===== config.mk =====
export PLATFORM = sky130hd
export DESIGN_NAME = mem_access_sequencer
export DESIGN_NICKNAME = d
export VERILOG_FILES = /design/src/rtl/mem_access_sequencer.sv
export SDC_FILE = /design/constraint.sdc
export NUM_CORES = 1
export LEC_CHECK = 0
export BUFFER_PORTS_ARGS = -buffer_cell sky130_fd_sc_hd__buf_2
export CORE_ASPECT_RATIO = 2
export CORE_MARGIN = 2
export CORE_UTILIZATION = 24
export CTS_CLUSTER_SIZE = 24
export DETAILED_ROUTE_END_ITERATION = 10
export GPL_ROUTABILITY_DRIVEN = 0
export MAX_ROUTING_LAYER = met4
export PLACE_DENSITY_LB_ADDON = 0.08
export SLEW_MARGIN = 20
export SYNTH_ARGS = -nofsm -noshare
export SYNTH_HDL_FRONTEND = slang
export SYNTH_SLANG_ARGS = --single-unit

===== constraint.sdc =====
create_clock -name clk -period 4.31 [get_ports clk]
set_clock_uncertainty 0.1 [all_clocks]
set_input_delay 0.862 -clock clk [delete_from_list [all_inputs] [get_ports clk]]
set_output_delay 0.862 -clock clk [all_outputs]
set_load 0.05 [all_outputs]

===== src/rtl/mem_access_sequencer.sv =====
// ============================================================================
// Module      : mem_access_sequencer
// Description : Routes one MEM-stage access to dmem, peripheral or multiplier,
//               stalls until the selected target is valid, bounds it by timeout.
// Revision    : 1.0
// ============================================================================
`default_nettype none

module mem_access_sequencer #(
    parameter int PERIPH_BASE = 512,
    parameter int TIMEOUT     = 16,
    parameter int DATA_W      = 32
) (
    input  logic              clk,
    input  logic              reset,
    input  logic              req_valid_i,
    input  logic              kill_i,
    input  logic [5:0]        opcode_i,
    input  logic [DATA_W-1:0] addr_i,
    input  logic              dmem_valid_i,
    input  logic [DATA_W-1:0] dmem_rdata_i,
    input  logic              periph_valid_i,
    input  logic [DATA_W-1:0] periph_rdata_i,
    input  logic              mul_valid_i,
    input  logic [DATA_W-1:0] mul_rdata_i,
    output logic              dmem_ce_o,
    output logic              periph_ce_o,
    output logic              mul_ce_o,
    output logic              mul_start_o,
    output logic              hold_o,
    output logic              done_o,
    output logic              err_o,
    output logic [DATA_W-1:0] rdata_o,
    output logic              busy_o
);

    localparam int                CNT_W         = $clog2(TIMEOUT + 1);
    localparam logic [CNT_W-1:0]  C_CNT_LAST    = CNT_W'(TIMEOUT - 1);
    localparam logic [DATA_W-1:0] C_PERIPH_BASE = DATA_W'(PERIPH_BASE);

    typedef enum logic [0:0] {
        ST_IDLE = 1'b0,
        ST_WAIT = 1'b1
    } state_t;

    typedef enum logic [1:0] {
        SEL_NONE   = 2'd0,
        SEL_DMEM   = 2'd1,
        SEL_PERIPH = 2'd2,
        SEL_MUL    = 2'd3
    } sel_t;

    state_t             state_q, state_d;
    sel_t               sel_q, sel_d;
    logic [CNT_W-1:0]   cnt_q, cnt_d;
    logic [DATA_W-1:0]  rdata_q, rdata_d;
    logic               done_q, done_d;
    logic               err_q, err_d;

    sel_t               w_tgt;
    sel_t               w_ce_sel;
    logic               w_main;
    logic               w_mul;
    logic               w_accept;
    logic               w_in_wait;
    logic               w_sel_valid;
    logic [DATA_W-1:0]  w_sel_rdata;
    logic               w_timeout;
    logic               w_unused_opcode;

    // Low opcode bits carry no routing information.
    assign w_unused_opcode = ^opcode_i[1:0];

    assign w_main = (opcode_i[5:3] == 3'b100) || (opcode_i[5:3] == 3'b101);
    assign w_mul  = (opcode_i[5:2] == 4'b1111);

    always_comb begin
        w_tgt = SEL_NONE;
        if (w_mul) begin
            w_tgt = SEL_MUL;
        end else if (w_main) begin
            w_tgt = (addr_i >= C_PERIPH_BASE) ? SEL_PERIPH : SEL_DMEM;
        end
    end

    // Only the latched target's valid/data matter; other targets are ignored.
    always_comb begin
        w_sel_valid = 1'b0;
        w_sel_rdata = '0;
        case (sel_q)
            SEL_DMEM: begin
                w_sel_valid = dmem_valid_i;
                w_sel_rdata = dmem_rdata_i;
            end
            SEL_PERIPH: begin
                w_sel_valid = periph_valid_i;
                w_sel_rdata = periph_rdata_i;
            end
            SEL_MUL: begin
                w_sel_valid = mul_valid_i;
                w_sel_rdata = mul_rdata_i;
            end
            default: begin
                w_sel_valid = 1'b0;
                w_sel_rdata = '0;
            end
        endcase
    end

    assign w_in_wait = (state_q == ST_WAIT);
    assign w_accept  = (state_q == ST_IDLE) && req_valid_i && !kill_i && (w_tgt != SEL_NONE);
    assign w_timeout = w_in_wait && !w_sel_valid && (cnt_q == C_CNT_LAST);

    assign w_ce_sel = w_accept ? w_tgt : (w_in_wait ? sel_q : SEL_NONE);

    assign dmem_ce_o   = (w_ce_sel == SEL_DMEM);
    assign periph_ce_o = (w_ce_sel == SEL_PERIPH);
    assign mul_ce_o    = (w_ce_sel == SEL_MUL);
    assign mul_start_o = w_accept && (w_tgt == SEL_MUL);
    assign hold_o      = w_accept || (w_in_wait && !w_sel_valid && !w_timeout);

    assign done_o  = done_q;
    assign err_o   = err_q;
    assign rdata_o = rdata_q;
    assign busy_o  = w_in_wait;

    always_comb begin
        state_d = state_q;
        sel_d   = sel_q;
        cnt_d   = cnt_q;
        rdata_d = rdata_q;
        done_d  = 1'b0;
        err_d   = 1'b0;
        case (state_q)
            ST_IDLE: begin
                cnt_d = '0;
                if (w_accept) begin
                    state_d = ST_WAIT;
                    sel_d   = w_tgt;
                end
            end
            ST_WAIT: begin
                // Valid takes priority over a timeout landing in the same cycle.
                if (w_sel_valid) begin
                    state_d = ST_IDLE;
                    sel_d   = SEL_NONE;
                    cnt_d   = '0;
                    rdata_d = w_sel_rdata;
                    done_d  = 1'b1;
                end else if (w_timeout) begin
                    state_d = ST_IDLE;
                    sel_d   = SEL_NONE;
                    cnt_d   = '0;
                    rdata_d = '0;
                    err_d   = 1'b1;
                end else begin
                    cnt_d = cnt_q + CNT_W'(1);
                end
            end
            default: begin
                state_d = ST_IDLE;
                sel_d   = SEL_NONE;
                cnt_d   = '0;
            end
        endcase
    end

    always_ff @(posedge clk) begin
        if (reset) begin
            state_q <= ST_IDLE;
            sel_q   <= SEL_NONE;
            cnt_q   <= '0;
            rdata_q <= '0;
            done_q  <= 1'b0;
            err_q   <= 1'b0;
        end else begin
            state_q <= state_d;
            sel_q   <= sel_d;
            cnt_q   <= cnt_d;
            rdata_q <= rdata_d;
            done_q  <= done_d;
            err_q   <= err_d;
        end
    end

endmodule

`default_nettype wire


==> flow_summary.json, run 1 <==
{
  "max_freq_mhz": 316,
  "yosys.area.top_type_share": 0.386,
  "r2r-start": "cnt_q[0]$_SDFF_PP0_",
  "rr_endpoint": "rdata_o[23]$_SDFFE_PP0P_",
  "hpwlAfterDp_um": 5310,
  "synthXorXnorAreaFrac": 0.00803,
  "postRouteAntennaNets": 0,
  "min-delay-start": "cnt_q[0]$_SDFF_PP0_",
  "cts_buffers": 5,
  "dr.pass1.iters": 6,
  "period_needed_ps": 3170,
  "criticalPathCategory": "primary input to output pin",
  "worstHoldPathCells": 1,
  "layout-drive-gt1-share": 0.582,
  "status": "completed",
  "drc": 0,
  "power.density_nw_per_um2": 273,
  "htree_levels": 2,
  "antenna_found_initial": 0,
  "fp.dieW_um": 71.4,
  "hold_path.class": "flop to flop",
  "post-route-cell-area_um2": 3220,
  "grtUsageTotal": 0.146,
  "ys_warn_count": 0,
  "n_fill_cell": 923,
  "nNetsFinal": 515,
  "end_kind": "output pin",
  "syn_avg_cell_area_um2": 10.3,
  "synth-seq-cells": 42,
  "p_leak_nw": 1.43,
  "place_area_um2": 3080,
  "cts_buffer_depth": 2,
  "hold_violations": 0,
  "r2r_slack_ps": 1860,
  "grt_max_degree": 40,
  "cts_resized": 0,
  "period_share": 0.735,
  "r2r_cells": 7,
  "crit_path_max_fanout": 4,
  "initial_core_util": 0.245,
  "vias": 2312,
  "required_ps": 3350,
  "ir_worst_vdd_mv": 0.183,
  "worst_pin_slew_ps": 775,
  "core_um2": 8890,
  "max_cap_violations": 0,
  "grt_setup_unrepaired": "no",
  "synth_cell_types": 36,
  "cts_sinks": 42,
  "synth_edf_count": 0,
  "ctsHoldBuffers": 0,
  "via_per_inst": 4.87,
  "io_pins": 181,
  "hold_slack_ps": 347,
  "start_kind": "primary input",
  "synth.net_count": 354,
  "tns_ps": 0,
  "grt_pass1_vias": 2359,
  "cts_tree": "yes",
  "die_h_um": 139,
  "async_flop_share": 0,
  "wl_um": 6960,
  "min_to": "cnt_q[0]$_SDFF_PP0_",
  "ff_latch_area_um2": 842,
  "synth_top_family_by_area": "compound AO/OA/AOI/OAI gates",
  "yosysSeqAreaShare": 0.386,
  "multi_input_area_um2": 1210,
  "crit_arrival_ps": 2210,
  "wire_per_inst_um": 14.7,
  "synth_cells": 211,
  "power_w": 0.000881,
  "maxSlewHeadroom": 0.482,
  "row_count": 49,
  "synthMuxAreaShare": 0.174,
  "grt_pass1_wl_um": 11200,
  "clock-root-buffer": "clkbuf_16",
  "syn2layout_area_growth_pct": 47.8,
  "yosys.area_share.simple": 0.0797,
  "dr.first_iter.drc_count": 33,
  "n_antenna_cell": 0,
  "yosysTopAreaCell": "dfxtp_1",
  "synth_compound_area_frac": 0.281,
  "syn_area_um2": 2180,
  "path_clk_slew_ps": 60,
  "cts_setup_buffers": 0,
  "finalSetupViolCount": 0,
  "die-area_um2": 9910,
  "io_buffer_count": 169,
  "clkLatencyLatePin_ps": 280,
  "yosys-top-cells-area": "dfxtp_1 39%, mux2_2 17%, o2bb2ai_1 12%",
  "synth_adder_area_share": 0.0115,
  "yosys_most_used_dff": "dfxtp_1",
  "slew_violations": 0,
  "utilization": 0.363,
  "gr-total-overflow": 0
}
[critical path, stage by stage]
cell,delay (ps)
buf_2,100
nand4bb_1,260
a311o_1,390
a221oi_1,280
buf_2,310
[cells in the mapped netlist, drive strengths merged (2+ instances only)]
library cell / instances
a21oi: 2
a221oi: 2
a22oi: 31
a311o: 2
a31oi: 2
buf: 15
clkbuf: 4
dfxtp: 42
ha: 2
inv: 5
mux2: 32
mux2i: 2
nand2: 4
nand2b: 2
nand3: 2
nor2: 8
nor2b: 3
nor3: 2
nor4: 5
o2bb2ai: 31
[worst max path at each step]
stage | startpoint | to | slack, ps | cells after the start
after floorplan | kill_i | periph_ce_o | 650 | 3
after detailed placement | kill_i | periph_ce_o | 1120 | 5
after global placement | addr_i[15] | dmem_ce_o | 1160 | 6
after CTS | kill_i | periph_ce_o | 1110 | 5
after global routing | addr_i[31] | dmem_ce_o | 990 | 6
final | kill_i | periph_ce_o | 1140 | 5
[registers in the layout (all words and copies together) (netlist names)]
name,count
rdata_o,32
cnt_q,5
sel_q,2
busy_o,1
done_o,1
err_o,1
[kinds of logic after synthesis]
kind of cell,Yosys count
buffers and inverters,24
adder cells (fa/ha/maj),2
AO/OA/AOI/OAI,76
flip-flops,42
AND/OR/NAND/NOR,31
multiplexers,34
XOR/XNOR,2
[power by group]
part	internal [W]	leakage (nW)	switching, W
sequential	0.000389	0.339	0.00000169
combinational	0.0000720	1.02	0.0000511
clock	0.000214	0.0698	0.000153
total	0.000676	1.43	0.000205
[layout by cell type (no fill, tap or decap), types with 2 or more instances in the layout]
master     count
a221oi_1       2
buf_4          4
inv_1          5
nor4_1         5
a21oi_1        2
a311o_1        2
mux2i_1        2
nor2_1         8
o2bb2ai_1     31
nand2_1        4
buf_2        169
a22oi_1       31
ha_1           2
dfxtp_1       41
mux2_2        32
clkbuf_16      5
nand2b_1       2
a31oi_1        2
nand3_1        2
nor3_1         2
[metal layers]
layer | vias to the layer above | routed length, um | global-route usage
li1 | 1146 | - | -
met4 | 0 | 125 | 0.0506
met1 | 1058 | 2330 | 0.132
met3 | 7 | 426 | 0.0269
met5 | - | 0 | -
met2 | 101 | 4080 | 0.287
[cell type report]
cell class / count / share of cell area
clock inverter: 3 / 0.00660
sequential: 42 / 0.261
clock buffer: 5 / 0.0388
tap: 102 / 0.0396
timing repair buffer: 173 / 0.272
inverter: 5 / 0.00582
multi-input combinational: 145 / 0.376
[per-stage QoR]
step	std cells	setup WS, ps
final	475	1140
after global routing	475	989
after CTS	475	1110
after detailed placement	467	1120
after global placement	467	1160
after floorplan	211	651
No activity file was read; power rests on OpenSTA's default activity.
==> run 2, diff against run 1 <==
clock period = 2.9 ns   (was 4.31 ns; I/O delays follow)
==> flow_summary.json, run 2 (synthesized netlist as in run 1, its figures left out) <==
{
  "required_ps": 2220,
  "core_um2": 8890,
  "slowest_delay_ps": 380,
  "r2r_slack_ps": 610,
  "hold_slack_ps": 344,
  "worst_slack_ps": 306,
  "cp_num_buf_inv": 1,
  "final_cell_mix": "169 x buf_2, 41 x dfxtp_1, 32 x mux2_2",
  "largest_reg_flops": 32,
  "antenna_found_initial": 0,
  "ctsHoldBuffers": 0,
  "criticalPathCategory": "flop to output pin",
  "status": "completed",
  "p_leak_nw": 1.45,
  "grt_setup_unrepaired": "no",
  "crit_family": "adder cells",
  "layout-drive-gt1-share": 0.580,
  "drc": 0,
  "cts_tree": "yes",
  "n_antenna_cell": 0,
  "max_cap_violations": 0,
  "critPathSlowestCell": "o31ai_1",
  "worst_pin_slew_ps": 484,
  "final_common_cell": "buf_2",
  "dr.pass1.iters": 4,
  "io_pins": 181,
  "cts_buffers": 5,
  "path_clk_slew_ps": 60,
  "maxSlewHeadroom": 0.677,
  "die_h_um": 139,
  "wire_per_inst_um": 14.8,
  "clkLatencyLatePin_ps": 280,
  "period_share": 0.894,
  "power.density_nw_per_um2": 399,
  "gr-total-overflow": 0,
  "grt_max_degree": 39,
  "rr_endpoint": "rdata_o[26]$_SDFFE_PP0P_",
  "clock-root-buffer": "clkbuf_16",
  "tns_ps": 0,
  "r2r-start": "cnt_q[0]$_SDFF_PP0_",
  "vias": 2294,
  "slew_violations": 0,
  "min-delay-start": "cnt_q[0]$_SDFF_PP0_",
  "htree_levels": 2,
  "nNetsFinal": 519,
  "cts_resized": 0,
  "grtUsageTotal": 0.145,
  "crit_arrival_ps": 1910,
  "via_per_inst": 4.80,
  "io_buffer_count": 169,
  "hold_violations": 0,
  "grt_pass1_wl_um": 11200,
  "max_freq_mhz": 386,
  "place_ws_ps": 297,
  "finalSetupViolCount": 0,
  "dr.first_iter.drc_count": 64,
  "cts_setup_buffers": 0,
  "period_needed_ps": 2590,
  "fp.dieW_um": 71.4,
  "r2r_cells": 8,
  "end_kind": "output pin",
  "utilization": 0.366,
  "cts_buffer_depth": 2,
  "min_to": "cnt_q[0]$_SDFF_PP0_",
  "hpwlAfterDp_um": 5520,
  "cts_sinks": 42,
  "die-area_um2": 9910,
  "syn2layout_area_growth_pct": 49.1,
  "postRouteAntennaNets": 0,
  "initial_core_util": 0.245,
  "start_kind": "flop",
  "ir_worst_vdd_mv": 0.179,
  "path_common_cell": "ha_1",
  "hold_path.class": "flop to flop",
  "wl_um": 7080,
  "row_count": 49,
  "worstHoldPathCells": 1,
  "grt_pass1_vias": 2409,
  "worstPathCellList": "ha_1 -> and3_1 -> ha_1 -> o31ai_1 -> buf_2",
  "crit_path_max_fanout": 4
}
## run 2: area by class of cell
type                       instances  area, um2
multi-input combinational        145       1210
inverter                           5       18.8
tap                              102        128
timing repair buffer             177        918
fill                             927       5640
clock buffer                       7        133
sequential                        42        842
## run 2: worst max-delay path by stage
stage / cells past startpoint / end / from
after global routing: 6 / dmem_ce_o / addr_i[15]
after floorplan: 4 / dmem_ce_o / busy_o$_SDFF_PP0_
after CTS: 5 / hold_o / cnt_q[0]$_SDFF_PP0_
after global placement: 6 / dmem_ce_o / addr_i[15]
after detailed placement: 5 / periph_ce_o / kill_i
final: 5 / hold_o / cnt_q[0]$_SDFF_PP0_
## run 2: routing by layer
metal | part of all wire | global-route usage | vias up
li1 | - | - | 1153
met1 | 0.35 | 0.130 | 1026
met2 | 0.55 | 0.273 | 99
met3 | 0.062 | 0.0313 | 16
met4 | 0.038 | 0.0745 | 0
met5 | 0 | - | -
## run 2: where the power goes
part	internal [W]	total, W	switching (W)
Sequential	0.000579	0.000580	0.00000137
Clock	0.000315	0.000527	0.000213
Combinational	0.000111	0.000189	0.0000787
## run 2: per-stage QoR
| step | cells | total power (W) | instance area, um2 |
|---|---|---|---|
| 3_5_place_dp | 471 | 0.000785 | 3120 |
| 4_1_cts | 478 | 0.00132 | 3250 |
| 2_1_floorplan | 211 | 0.000685 | 2180 |
| 5_1_grt | 478 | 0.00136 | 3250 |
| 3_3_place_gp | 471 | 0.000783 | 3120 |
| 6_report | 478 | 0.00130 | 3250 |
